`config.mk`:
```
export PLATFORM = sky130hd
export DESIGN_NAME = pipeline_ctrl
export DESIGN_NICKNAME = d
export VERILOG_FILES = /design/src/rtl/pipeline_ctrl_pkg.sv /design/src/rtl/pipeline_ctrl_hazard_detect.sv /design/src/rtl/pipeline_ctrl.sv
export SDC_FILE = /design/constraint.sdc
export NUM_CORES = 1
export LEC_CHECK = 0
export ABC_AREA = 1
export BUFFER_PORTS_ARGS = -buffer_cell sky130_fd_sc_hd__buf_2
export CORE_UTILIZATION = 50
export DETAILED_ROUTE_END_ITERATION = 12
export PLACE_DENSITY = 0.86
export SETUP_SLACK_MARGIN = 0.5
export SYNTH_ARGS = -nofsm -noshare
export SYNTH_HDL_FRONTEND = slang
export SYNTH_HIERARCHICAL = 1
export SYNTH_SLANG_ARGS = --single-unit
export TNS_END_PERCENT = 100
```
`constraint.sdc`:
```
create_clock -name clock -period 2 [get_ports clock]
set_input_delay 0 -clock clock [delete_from_list [all_inputs] [get_ports clock]]
set_output_delay 0 -clock clock [all_outputs]
set_load 0.02 [all_outputs]
```
`src/rtl/pipeline_ctrl_pkg.sv`:
```
// Shared definitions for the pipeline stall/flush controller: control levels,
// register-address bus width, stall vector masks and controller state encoding.
package pipeline_ctrl_pkg;

    localparam logic ENABLE  = 1'b1;
    localparam logic DISABLE = 1'b0;

    localparam int REGS_ADDR_BUS = 5;
    localparam int STALL_W       = 6;

    // Bit order: PC, if_id, id_ex, ex_mem, mem_wb, wb
    localparam logic [STALL_W-1:0] STALL_NONE = 6'b000000;
    localparam logic [STALL_W-1:0] STALL_ID   = 6'b000111;
    localparam logic [STALL_W-1:0] STALL_EX   = 6'b001111;
    localparam logic [STALL_W-1:0] STALL_MEM  = 6'b011111;

    typedef enum logic [1:0] {
        RUN   = 2'd0,
        STALL = 2'd1,
        FLUSH = 2'd2
    } state_e;

endpackage

```
`src/rtl/pipeline_ctrl_hazard_detect.sv`:
```
// Combinational load-use comparator: flags an ID-stage source that depends on
// a load still in EX. Zero latency, no state; shareable with forwarding logic.
module hazard_detect #(
    parameter int ADDR_W = 5
) (
    input  logic              ex_mem_read_i,
    input  logic              ex_write_enable_i,
    input  logic [ADDR_W-1:0] ex_write_addr_i,
    input  logic              id_read_enable_1_i,
    input  logic [ADDR_W-1:0] id_read_addr_1_i,
    input  logic              id_read_enable_2_i,
    input  logic [ADDR_W-1:0] id_read_addr_2_i,
    output logic              load_use_o
);

    logic ex_load_dest;
    logic src1_hit;
    logic src2_hit;

    // Register 0 is hardwired to zero, so a load targeting it never creates a dependency.
    assign ex_load_dest = ex_mem_read_i & ex_write_enable_i & (ex_write_addr_i != '0);
    assign src1_hit     = id_read_enable_1_i & (id_read_addr_1_i == ex_write_addr_i);
    assign src2_hit     = id_read_enable_2_i & (id_read_addr_2_i == ex_write_addr_i);
    assign load_use_o   = ex_load_dest & (src1_hit | src2_hit);

endmodule

```
`src/rtl/pipeline_ctrl.sv`:
```
// Pipeline stall/flush controller: zero-latency stall vector, registered flush/redirect
// sequencing, sticky stall watchdog and saturating stall-cycle counter.
module pipeline_ctrl
    import pipeline_ctrl_pkg::*;
#(
    parameter int PC_WIDTH       = 32,
    parameter int REG_ADDR_WIDTH = 5,
    parameter int FLUSH_CYCLES   = 1,
    parameter int WATCHDOG_LIMIT = 255
) (
    input  logic                      clock,
    input  logic                      reset,
    input  logic                      stall_req_id,
    input  logic                      stall_req_ex,
    input  logic                      stall_req_mem,
    input  logic                      ex_mem_read,
    input  logic                      ex_write_enable,
    input  logic [REG_ADDR_WIDTH-1:0] ex_write_addr,
    input  logic                      id_read_enable_1,
    input  logic [REG_ADDR_WIDTH-1:0] id_read_addr_1,
    input  logic                      id_read_enable_2,
    input  logic [REG_ADDR_WIDTH-1:0] id_read_addr_2,
    input  logic                      flush_req,
    input  logic [PC_WIDTH-1:0]       flush_pc,
    input  logic                      perf_clear,
    output logic [STALL_W-1:0]        stall,
    output logic                      flush,
    output logic [PC_WIDTH-1:0]       new_pc,
    output logic                      busy,
    output logic                      stall_timeout,
    output logic [31:0]               stall_cycles
);

    localparam logic [3:0] FLUSH_LAST = 4'(FLUSH_CYCLES - 1);
    localparam logic [7:0] WD_LIMIT   = 8'(WATCHDOG_LIMIT);

    state_e              state_q;
    logic                flush_q;
    logic [PC_WIDTH-1:0] new_pc_q;
    logic                busy_q;
    logic [3:0]          flush_cnt_q;
    logic [7:0]          run_cnt_q, run_cnt_d;
    logic                timeout_q, timeout_d;
    logic [31:0]         stall_cycles_q, stall_cycles_d;

    logic                load_use;
    logic [STALL_W-1:0]  stall_req_vec;
    logic                stalling;

    hazard_detect #(
        .ADDR_W (REG_ADDR_WIDTH)
    ) u_hazard_detect (
        .ex_mem_read_i      (ex_mem_read),
        .ex_write_enable_i  (ex_write_enable),
        .ex_write_addr_i    (ex_write_addr),
        .id_read_enable_1_i (id_read_enable_1),
        .id_read_addr_1_i   (id_read_addr_1),
        .id_read_enable_2_i (id_read_enable_2),
        .id_read_addr_2_i   (id_read_addr_2),
        .load_use_o         (load_use)
    );

    // Deepest requester wins; a stage's hold implies holding everything upstream of it.
    always_comb begin
        stall_req_vec = STALL_NONE;
        if (stall_req_mem) begin
            stall_req_vec = STALL_MEM;
        end else if (stall_req_ex) begin
            stall_req_vec = STALL_EX;
        end else if (stall_req_id || load_use) begin
            stall_req_vec = STALL_ID;
        end
    end

    assign stall    = (reset || (state_q == FLUSH)) ? STALL_NONE : stall_req_vec;
    assign stalling = (stall != STALL_NONE);

    always_ff @(posedge clock) begin
        if (reset) begin
            state_q     <= RUN;
            flush_q     <= DISABLE;
            new_pc_q    <= '0;
            busy_q      <= DISABLE;
            flush_cnt_q <= '0;
        end else begin
            case (state_q)
                FLUSH: begin
                    // A new redirect while flushing wins and restarts the full flush window.
                    if (flush_req) begin
                        new_pc_q    <= flush_pc;
                        flush_cnt_q <= '0;
                    end else if (flush_cnt_q == FLUSH_LAST) begin
                        state_q <= RUN;
                        flush_q <= DISABLE;
                        busy_q  <= DISABLE;
                    end else begin
                        flush_cnt_q <= flush_cnt_q + 4'd1;
                    end
                end
                default: begin
                    if (flush_req) begin
                        state_q     <= FLUSH;
                        flush_q     <= ENABLE;
                        busy_q      <= ENABLE;
                        new_pc_q    <= flush_pc;
                        flush_cnt_q <= '0;
                    end else if (stalling) begin
                        state_q <= STALL;
                        busy_q  <= ENABLE;
                    end else begin
                        state_q <= RUN;
                        busy_q  <= DISABLE;
                    end
                end
            endcase
        end
    end

    always_comb begin
        run_cnt_d = '0;
        if (stalling) begin
            run_cnt_d = (run_cnt_q == 8'hFF) ? run_cnt_q : run_cnt_q + 8'd1;
        end
        timeout_d = timeout_q | (run_cnt_d == WD_LIMIT);

        stall_cycles_d = stall_cycles_q;
        if (perf_clear) begin
            stall_cycles_d = '0;
        end else if (stalling && (stall_cycles_q != 32'hFFFF_FFFF)) begin
            stall_cycles_d = stall_cycles_q + 32'd1;
        end
    end

    always_ff @(posedge clock) begin
        if (reset) begin
            run_cnt_q      <= '0;
            timeout_q      <= DISABLE;
            stall_cycles_q <= '0;
        end else begin
            run_cnt_q      <= run_cnt_d;
            timeout_q      <= timeout_d;
            stall_cycles_q <= stall_cycles_d;
        end
    end

    assign flush         = flush_q;
    assign new_pc        = new_pc_q;
    assign busy          = busy_q;
    assign stall_timeout = timeout_q;
    assign stall_cycles  = stall_cycles_q;

endmodule
```
# Yosys cells after proc, flatten, opt, wreduce, memory -nomap -nowiden
# Cells that the tools add are included.
dict set report classes {
  bitwise 7
  muxes 22
  reduce_logical 12
  n_eq_ne 9
  n_addsub 3
}
# op n
set op_table {}
lappend op_table {{32-bit by 1-bit adder with 32-bit output, second input constant} 1}
lappend op_table {{32-bit != test, second input constant} 1}
lappend op_table {{4-bit two-way mux} 5}
lappend op_table {{8-bit equality test, second input constant} 2}
lappend op_table {{8-bit two-way mux} 2}
lappend op_table {{5-bit equality test} 2}
lappend op_table {{8-bit by 1-bit adder with 8-bit output, second input constant} 1}
lappend op_table {{1-bit two-way mux} 8}
lappend op_table {{2-bit two-way mux} 4}
lappend op_table {{6-bit two-way mux} 1}
lappend op_table {{6-bit nonzero test} 1}
lappend op_table {{1-bit bitwise AND} 5}
lappend op_table {{5-bit two-way mux} 1}
lappend op_table {{5-bit nonzero test} 1}
lappend op_table {{4-bit by 1-bit adder with 4-bit output, second input constant} 1}
lappend op_table {{4-bit logical NOT} 1}
lappend op_table {{2-bit != test, second input constant} 2}
lappend op_table {{2-bit AND reduction} 2}
lappend op_table {{2-bit nonzero test} 2}
lappend op_table {{3-bit two-way mux} 1}
lappend op_table {{3-bit AND reduction} 1}
lappend op_table {{2-bit equality test, second input constant} 1}
lappend op_table {{1-bit logical OR} 2}
lappend op_table {{2-bit by 1-bit != test with 1-bit output, second input constant} 1}
lappend op_table {{other kinds (3)} 4}
dict set report totals {
  word_cells 61
  reg_bits 81
  out_inout_bits 73
  input_bits 58
}

# Longest topological paths before layout
dict set report logic_depth {
  depth_word 13
  depth_mapped 16
  ltp_nobuf 16
}

# Hierarchy
# Netlist, hierarchy kept.
# mod area_each_um2 seq_area_each_um2 cells_per_inst instances
set modules_own_cells {}
lappend modules_own_cells {pipeline_ctrl 4021.4 1621.6 601 1}
lappend modules_own_cells {hazard_detect 217.7 0.0 56 1}

# Worst setup path before layout
# Ideal clock, no wire load.
dict set report synth_path {
  path_type {register to register}
  from {reg stall_cycles_q[1], in the netlist stall_cycles[1]}
  to {reg stall_cycles_q[8], in the netlist stall_cycles[8]}
  path_buffers 2
  path_stages_with_launch 12
  t_arrival_ns 1.724
  required_time_ns 1.933
  setup_ns 0.067
  period_less_slack_ns 1.791
  path_slack_ns 0.209
  path_cell_list {dfxtp_1 ha_1 inv_2 nor2_2 nand2_2 nor2_4 nand2_4 nand2_4 buf_6 buf_8 nand2_1 a21oi_2}
}
dict set report synth_between {
  elab_chain_cells 2
  elab_cells_between_ends 3
  classes_between {1 x add/sub; 1 x eq/ne; 1 x reduce/logical}
}
# element line_no
set synth_rtl {}
lappend synth_rtl {{start, declared} pipeline_ctrl.sv:44} ;# logic [31:0] stall_cycles_q, stall_cycles_d;
lappend synth_rtl {{start signal, assigned} pipeline_ctrl.sv:142} ;# stall_cycles_q <= stall_cycles_d;
lappend synth_rtl {{branches (longest 2 deep; another with 32-bit by 1-bit adder with 32-bit output)} n/a}
# Several ways; the timed one is not identified.
# A chain may end at the register's enable or synchronous reset.

# Worst setup path after layout
dict set report layout_path {
  from {reg stall_cycles_q[11], in the netlist stall_cycles[11]}
  to {reg stall_cycles_q[23], in the netlist stall_cycles[23]}
}
# Same word-level chain as after synthesis.

==> results.cfg <==
[sta]
rsz0062_at_grt = yes
setup_viol = 0
clock.fmax_mhz = 578.5
fin_setup_tns_ns = 0
final_hold_viol_count = 0
final_max_slew_viol_count = 0
fin_crit_sh_pct = 86.44
whs_ns = 0.06663
fin_worst_skew_ns = 0.008817
fin_crit_ns = 1.729

[floorplan]
dieArea_mm2 = 0.008850
initial_utilization_pct = 51.59
num_io_pins = 131
row_count = 33
die-height_um = 94.08
core_area_mm2 = 0.008217
die_x_um = 94.08

[synth]
synth_flop_cell = dfxtp_1
synthArstFlopShare_pct = 0
synth_seq_area_share_pct = 38.25
yosys.area.top_type_share_pct = 38.25
syn_avg_cell_area_um2 = 6.452
synth-simple-area-share_pct = 37.40
synth_top_cell_by_area = dfxtp_1
ys_ff_latch = 81
synth-edff-count = 0
ys_top_cells_by_area = dfxtp_1 (38%), nand2_1 (17%), nor2_1 (13%)
synthAdderAreaFrac_pct = 1.181
synth_mux_area_share_pct = 0
yosysUniqueCellTypes = 32
synth_xor_area_share_pct = 4.339
synth-compound-area-share_pct = 10.83
syn_nets = 719
synthCells = 657
synth.cell_area_mm2 = 0.004239
synth_top_family_by_area = simple AND/OR/NAND/NOR gates
synth_warnings = 6

[place]
dp_hpwl_um = 8285
gp_congestion = 0.9694
placed_area_mm2 = 0.005049
numPortBuffers = 129
placedCellCount = 878

[drt]
drc = 0
drtAntennaViolNets = 0
dr.pass1.iters = 7
drt-vias-per-instance = 5.426
routed_wl_um = 14930
detail_route.wl_per_cell_um = 15.61
vias = 5187
initialDrtViolationCount = 476

[outcome]
outcome = completed

[clocking]
cts_tree = yes
insertion_delay_ns = 0.35
cts.sinks = 81
clkSlewWorstSetupHoldPaths_ns = 0.09
root_buffer = clkbuf_8
numCtsBuffers = 9
clockBufferDepth = 2
cts_max_level = 3

[final_layout]
antenna_cells = 0
final_cell_mix = nand2_1 (158), buf_2 (129), nor2_1 (121), dfxtp_1 (47), inv_1 (45)
finalNonFillerCells = 956
fillers = 549
final_nets = 908
stdcell_area_mm2 = 0.006292
post-route-util_pct = 76.58
syn_to_final_growth_pct = 48.44
layout-drive-gt1-share_pct = 39.01
final_common_cell = nand2_1

[min_path]
min_path_type = input pin to register

[critical_path]
end_kind = register
start_kind = register
cpMostUsedCell = nand2_1
startpoint = stall_cycles[11]
r2r-end = stall_cycles[23]
reg2reg_depth = 8
cpPeakStageDelay_ns = 0.43
critPathKind = register to register
reg2reg_slack_ns = 0.27
critPathArrivalTime_ns = 2.00
rr_startpoint = stall_cycles[11]
slowest_stage = dfxtp_2
path_cells = nand2_1, nor2_1, nand2_1, nor2_1, nand2_1, xor2_1, nand2_2, a21oi_2
required_ns = 2.27
cp_max_fo = 5
endpoint = stall_cycles[23]

[global_route]
grt_first_pass_wirelength_um = 20620
grt_pass1_vias = 4692
overflow = 0
antenna_found_initial = 0
grt_use_total_pct = 29.06
grt_max_degree = 35

[job]
cap_viol_max_count = 0

[power_and_ir_drop]
peakVddDrop_mv = 0.5011
p_leak_nw = 2.881
power_density_mw_per_mm2 = 552.6
-- cell type report --
| cell class | instances | area, um2 | share of cell area [%] |
|---|---|---|---|
| clock buffers | 10 | 127.6 | 2.028 |
| clock inverters | 6 | 65.06 | 1.034 |
| inverters | 56 | 222.7 | 3.539 |
| multi-input cells | 498 | 2696 | 42.85 |
| flip-flops and latches | 81 | 1714 | 27.24 |
| well taps | 105 | 131.4 | 2.088 |
| repair buffers | 200 | 1335 | 21.22 |
-- worst min path at each step --
stage | endpoint | slack [ns] | from | depth (start not counted)
after detailed placement | new_pc[19] | 0.23 | flush_pc[19] | 3
after CTS | stall_cycles[24] | 0.04 | perf_clear | 5
after floorplan | new_pc[0] | 0.13 | flush_pc[0] | 2
after global routing | stall_cycles[17] | 0.09 | perf_clear | 5
final | stall_cycles[20] | 0.07 | perf_clear | 5
after global placement | new_pc[4] | 0.22 | flush_pc[4] | 3
-- state kept, by name (all words and copies together), names as in the netlist --
signal,flops
flush_cnt_q,4
busy,1
flush,1
state_q,2
stall_timeout,1
run_cnt_q,8
stall_cycles,32
new_pc,32
-- where the power goes --
group	internal (mW)	leakage (nW)	switching, mW	total, mW
clock	0.584	0.102	0.621	1.21
sequential	1.65	0.686	0.0334	1.68
combinational	0.244	2.09	0.347	0.591
-- cells in the mapped netlist, types with 2 or more instances --
| master | n |
|---|---|
| xnor2_1 | 7 |
| inv_2 | 6 |
| nand3b_1 | 3 |
| nor2_2 | 2 |
| nor2_4 | 2 |
| inv_1 | 48 |
| a21oi_1 | 26 |
| nand2_1 | 195 |
| a31oi_1 | 6 |
| a21oi_2 | 10 |
| clkinv_1 | 2 |
| nor2_1 | 142 |
| clkbuf_1 | 11 |
| nand2_4 | 2 |
| nor3_1 | 6 |
| nand3_1 | 28 |
| nand2_2 | 3 |
| o21ai_0 | 39 |
| nand4_1 | 2 |
| buf_2 | 7 |
| xor2_1 | 14 |
| buf_4 | 3 |
| dfxtp_1 | 81 |
| ha_1 | 4 |
-- worst max-delay path: cells and delay by family (launching register included) --
| family | cells | cell delay (ns) |
|---|---|---|
| AO/OA/AOI/OAI | 1 | 0.14 |
| XOR/XNOR | 1 | 0.23 |
| flip-flops | 1 | 0.43 |
| AND/OR/NAND/NOR | 6 | 0.86 |
-- routing by layer --
layer | vias to the layer above | global-route usage (%) | routed length [um]
met2 | 326 | 52.25 | 7303
li1 | 2436 | - | -
met1 | 2345 | 32.37 | 5431
met3 | 80 | 6.958 | 1498
met5 | - | 0 | 0
met4 | 0 | 12.56 | 693
-- cell families (layout without fill, tap and decap cells) --
kind of cell,Yosys count,in the layout
XOR/XNOR,21,21
adder cells (fa/ha/maj),4,4
flip-flops,81,81
other,1,1
AND/OR/NAND/NOR,389,390
buffers and inverters,79,272
AO/OA/AOI/OAI,82,82
-- stage by stage --
step | power, mW | worst slack [ns]
after global routing | 3.608 | 0.08217
after global placement | 2.152 | 0.2404
final | 3.477 | 0.2713
after detailed placement | 2.166 | 0.1815
after floorplan | 2.011 | 0.4950
after CTS | 3.440 | 0.4468
-- repair_timing --
action | in CTS | in global routing
gates cloned | 1 | 1
endpoints found under the hold margin | 38 | 0
endpoints found under the setup margin | 31 | 39
pin swaps | 29 | 35
hold buffers | 33 | 0
resized for setup | 51 | 90
buffers inserted | 15 | 12
Power figures use the tool's default switching activity.
